<file path="config.mk">
export PLATFORM = sky130hd
export DESIGN_NAME = ps2_joy
export DESIGN_NICKNAME = d
export VERILOG_FILES = /design/src/rtl/ps2_joy.sv
export SDC_FILE = /design/constraint.sdc
export NUM_CORES = 1
export LEC_CHECK = 0
export ABC_AREA = 1
export ABC_CLOCK_PERIOD_IN_PS = 1680
export BUFFER_PORTS_ARGS = -buffer_cell sky130_fd_sc_hd__buf_2
export CORE_MARGIN = 8
export CORE_UTILIZATION = 45
export CTS_BUF_LIST = sky130_fd_sc_hd__clkbuf_16
export DETAILED_ROUTE_END_ITERATION = 6
export HOLD_SLACK_MARGIN = 0.06
export MAX_ROUTING_LAYER = met4
export PLACE_DENSITY = 0.65
export RECOVER_POWER = 25
export SYNTH_ARGS = -nofsm -noshare
export SYNTH_HDL_FRONTEND = slang
export SYNTH_SLANG_ARGS = --single-unit
</file>
<file path="constraint.sdc">
create_clock -name clock -period 1.68 [get_ports clock]
set_input_delay 0.168 -clock clock [delete_from_list [all_inputs] [get_ports clock]]
set_output_delay 0.168 -clock clock [all_outputs]
set_load 0.02 [all_outputs]
</file>
<file path="src/rtl/ps2_joy.sv">
// ps2_joy: PS/2 keyboard receiver and make/break decoder
// that drives the two NES gamepad button registers.
`timescale 1ns/1ps
module ps2_joy #(
  parameter int TIMEOUT = 25000
) (
  input  logic       clock,
  input  logic       reset,
  input  logic       ps2_clk,
  input  logic       ps2_dat,
  output logic [7:0] joy1,
  output logic [7:0] joy2,
  output logic [7:0] kb_code,
  output logic       kb_strobe
);

  localparam int TW = $clog2(TIMEOUT + 1);

  typedef enum logic [1:0] {
    IDLE,
    SHIFT,
    CHECK
  } state_t;

  state_t      state_q;
  logic [1:0]  clk_s_q;
  logic [1:0]  dat_s_q;
  logic        clk_prev_q;
  logic [7:0]  sr_q;
  logic        par_q;
  logic        stop_q;
  logic [3:0]  bit_q;
  logic [TW-1:0] to_q;
  logic        ext_q;
  logic        brk_q;
  logic [7:0]  joy1_q;
  logic [7:0]  joy2_q;
  logic [7:0]  code_q;
  logic        stb_q;

  logic        fall;
  logic        dat;
  logic        accept;
  logic [4:0]  lk;

  // {hit, player2, bit index} for an (ext, code) pair
  function automatic logic [4:0] lut(
    input logic       e,
    input logic [7:0] c
  );
    logic [4:0] r;
    r = 5'b0;
    case ({e, c})
      9'h01A: r = 5'b10_000;
      9'h022: r = 5'b10_001;
      9'h021: r = 5'b10_010;
      9'h05A: r = 5'b10_011;
      9'h175: r = 5'b10_100;
      9'h172: r = 5'b10_101;
      9'h16B: r = 5'b10_110;
      9'h174: r = 5'b10_111;
      9'h031: r = 5'b11_000;
      9'h03A: r = 5'b11_001;
      9'h02A: r = 5'b11_010;
      9'h029: r = 5'b11_011;
      9'h01D: r = 5'b11_100;
      9'h01B: r = 5'b11_101;
      9'h01C: r = 5'b11_110;
      9'h023: r = 5'b11_111;
      default: r = 5'b0;
    endcase
    return r;
  endfunction

  assign fall   = clk_prev_q & ~clk_s_q[1];
  assign dat    = dat_s_q[1];
  assign accept = (^{sr_q, par_q}) & stop_q;
  assign lk     = lut(ext_q, sr_q);

  assign joy1      = joy1_q;
  assign joy2      = joy2_q;
  assign kb_code   = code_q;
  assign kb_strobe = stb_q;

  // two-stage synchronizers plus previous-clock register for edge detect
  always_ff @(posedge clock or posedge reset) begin
    if (reset) begin
      clk_s_q    <= 2'b11;
      dat_s_q    <= 2'b11;
      clk_prev_q <= 1'b1;
    end else begin
      clk_s_q    <= {clk_s_q[0], ps2_clk};
      dat_s_q    <= {dat_s_q[0], ps2_dat};
      clk_prev_q <= clk_s_q[1];
    end
  end

  // receiver FSM, timeout, prefix tracking and button registers
  always_ff @(posedge clock or posedge reset) begin
    if (reset) begin
      state_q <= IDLE;
      sr_q    <= 8'h00;
      par_q   <= 1'b0;
      stop_q  <= 1'b0;
      bit_q   <= 4'd0;
      to_q    <= '0;
      ext_q   <= 1'b0;
      brk_q   <= 1'b0;
      joy1_q  <= 8'h00;
      joy2_q  <= 8'h00;
      code_q  <= 8'h00;
      stb_q   <= 1'b0;
    end else begin
      stb_q <= 1'b0;
      unique case (state_q)
        IDLE: begin
          to_q <= '0;
          if (fall && !dat) begin
            state_q <= SHIFT;
            bit_q   <= 4'd0;
          end
        end
        SHIFT: begin
          if (fall) begin
            to_q  <= '0;
            bit_q <= bit_q + 4'd1;
            if (bit_q < 4'd8) begin
              sr_q <= {dat, sr_q[7:1]};
            end else if (bit_q == 4'd8) begin
              par_q <= dat;
            end else begin
              stop_q  <= dat;
              state_q <= CHECK;
            end
          end else if (to_q == TW'(TIMEOUT)) begin
            state_q <= IDLE;
            to_q    <= '0;
            bit_q   <= 4'd0;
          end else begin
            to_q <= to_q + 1'b1;
          end
        end
        CHECK: begin
          state_q <= IDLE;
          bit_q   <= 4'd0;
          to_q    <= '0;
          if (accept) begin
            code_q <= sr_q;
            stb_q  <= 1'b1;
            if (sr_q == 8'hE0) begin
              ext_q <= 1'b1;
            end else if (sr_q == 8'hF0) begin
              brk_q <= 1'b1;
            end else begin
              ext_q <= 1'b0;
              brk_q <= 1'b0;
              if (lk[4]) begin
                if (lk[3]) joy2_q[lk[2:0]] <= ~brk_q;
                else       joy1_q[lk[2:0]] <= ~brk_q;
              end
            end
          end
        end
        default: state_q <= IDLE;
      endcase
    end
  end

endmodule
</file>
==> results by group <==
Clock tree
  • CTS tree: done
  • CTS max path bufs: 2
  • Worst-Skew Late Latency: 330 ps
  • H-Tree Depth: 3
  • Clock sinks: 63
  • Root Buffer: clkbuf_16
  • Clock-pin slew on the worst setup and hold paths: 50 ps
  • CTS buffer count: 9

Worst setup path
  • Crit. End Element: register
  • CP max FO: 7
  • Max incr delay on CP: 470 ps
  • CP max-delay cell: dfrtp_2
  • WP data required: 1880 ps
  • Crit-path cells: nor2_4 > buf_4 > nand2_1 > nor2_2 > nor2_4 > nand2_2 > nor2_4 > nand2_4 > nor2_4 > nand2_1 > nand2_1 > nand2_1
  • WS Path Type: register to register
  • CP startpoint kind: register
  • Crit path DAT: 2020 ps

Power and ir drop
  • Leakage: 2.369 nW
  • P per Cell Area: 1179 nW/µm²
  • Worst vdd ir: 0.7396 mV
  • Total power: 5.781 mW

Route
  • Initial DRC Count: 123
  • Via Count: 3351
  • DRC: 0
  • Final wirelength: 8.881 mm
  • WL/cell: 13.48 µm
  • TritonRoute pass-1 iters: 4
  • Via density: 5.085
  • ANT nets after route: 0

Global route
  • Initial antenna violation count: 0
  • All-Layer GR Usage: 16.62%
  • Top Usage Layer GRT: met2
  • Global-route wire length before repair: 14.62 mm
  • M1 GR Usage: 17.70%
  • Largest net degree at the start of global routing: 64
  • GRT overflow: 0
  • Vias in the first global route: 3339
  • M3 GR Usage: 4.027%
  • GR Layer Usage met2: 28.42%

Timing
  • Tmin final: 1821 ps
  • Fmax: 549.1 MHz
  • Slew at the pin closest to its max-slew limit: 880.4 ps
  • Final worst clock skew: 7.297 ps
  • Hold Worst Slack: 353.7 ps
  • Slew Limit Fails: 0
  • Final worst-path cycle share: 108.4%
  • Slew margin rel.: 41.31%
  • Final setup fails: 23
  • Setup ws final: -141.3 ps
  • Fin. Hold Viols: 0
  • RSZ-0062 raised after global routing: yes

Synthesis
  • Yosys reg bits: 63
  • Primary FF master, synth: dfrtp_1
  • Ys Warns: 0
  • Syn Nets: 472
  • EDFF count, synth: 0
  • Async S/R FF share, synth: 100.0%
  • Yosys cell types: 35
  • Seq/Total Area, Yosys: 45.02%
  • Synthesized area: 3516 µm²
  • Mapped Cells: 464
  • Syn Area/Cell: 7.577 µm²

Layout
  • Final nets: 560
  • Layout Cells excl Fill: 659
  • Area growth, synth to finish: 39.47%
  • Antenna diode count: 0
  • Most frequent cells in the layout: nand2_1, dfrtp_1, inv_1
  • Finished Core Util: 64.12%
  • Share of layout cells above drive strength 1: 38.24%
  • Most common cell after layout, fill and taps aside: nand2_1

Run status
  • Status: finished, violations left
  • Failing checks: negative setup slack

Job
  • Max Cap Viol: 0

Die
  • Die height: 104.4 µm
  • Placeable Area: 7647 µm²
  • Chip width: 104.4 µm
  • Num ports: 29
  • Total die area: 10900 µm²
  • Row count: 32
  • Initial core utilization: 45.98%

Place
  • Dpl hpwl: 5.727 mm
  • Place WS: -182.3 ps
  • Cells after DPL: 626
  • Number of port buffers: 28
  • Routability cong.: 0.8863

Min path
  • Min-delay worst type: register to register
## metrics by stage
stage          TNS [ps]  area, µm²
4_1_cts          -952.4       4556
6_report          -1970       4903
2_1_floorplan         0       3520
3_5_place_dp      -2972       4088
3_3_place_gp      -3218       4088
5_1_grt           -5070       4903
## layout make-up
class                           instances  area [µm²]
Tap cell                              102       127.6
Sequential cell                        63        1592
Multi-Input combinational cell        332        1993
Clock inverter                          7       56.30
Fill cell                             617        2744
Timing Repair Buffer                   84       665.6
Clock buffer                            9       225.2
Inverter                               62       244.0
## critical path, delay by kind of cell, from the launching register on
family	cells	cell delay [ps]
buf+inv	1	150
flops	1	470
simple gates	11	1060
## flip-flops by register name (all words and copies together) (netlist names), 2 cells and up
name	cells
joy1	8
bit_q	4
sr_q	8
joy2	8
kb_code	8
clk_s_q	2
dat_s_q	2
to_q	15
state_q	2
## synth_stat cells, types with 2 or more instances
cell	number	area [µm²]
a21oi_1	3	15.01
buf_2	2	10.01
buf_6	3	33.78
clkinv_1	2	7.510
dfrtp_1	58	1451
dfstp_2	5	131.4
ha_1	4	50.05
inv_1	52	195.2
inv_2	8	30.03
nand2_1	144	540.5
nand2_2	11	68.82
nand3_1	44	220.2
nand3_2	3	30.03
nand3b_1	2	15.01
nand4_1	9	56.30
nor2_1	34	127.6
nor2_2	13	81.33
nor2_4	4	45.04
nor3_1	5	25.02
o21a_1	10	75.07
o21ai_0	27	135.1
o21ai_1	2	10.01
o22ai_1	3	18.77
xor2_1	5	43.79
## worst paths after layout
| path | cells past startpoint | end | slack, ps | from |
|---|---|---|---|---|
| min in group asynchronous | 4 | bit_q[3] | 690 | reset |
| setup reg to reg | 12 | joy2[4] | -140 | sr_q[3] |
| hold / removal | 0 | dat_s_q[1] | 350 | dat_s_q[0] |
| max in group asynchronous | 4 | sr_q[5] | 350 | reset |
| setup / recovery | 12 | joy2[4] | -140 | sr_q[3] |
| hold reg to reg | 0 | dat_s_q[1] | 350 | dat_s_q[0] |
## power breakdown
part	switching [mW]	internal (mW)	total [mW]
clock	0.650	1.12	1.77
sequential	0.260	1.69	1.95
combinational	1.22	0.839	2.06
## cell families after synthesis
| group | count (synthesis) | share of synthesized area, % |
|---|---|---|
| buffers and inverters | 69 | 8.185 |
| XOR/XNOR | 6 | 1.495 |
| flip-flops | 63 | 45.02 |
| AND/OR/NAND/NOR | 273 | 35.66 |
| adder cells (fa/ha/maj) | 4 | 1.424 |
| AO/OA/AOI/OAI | 49 | 8.221 |
## layer usage
| metal | vias up | wire length, µm |
|---|---|---|
| met5 | - | 0 |
| met4 | 0 | 243 |
| met3 | 29 | 340 |
| met2 | 72 | 4629 |
| met1 | 1582 | 3667 |
| li1 | 1668 | - |
## what timing repair did
item,CTS,global route
setup endpoints to repair,27,42
setup buffers,3,10
pin swaps,4,26
gates cloned,0,1
resized for setup,40,76
hold buffers,3,0
endpoints found under the hold margin,60,0
No activity file was read; power rests on OpenSTA's default activity.
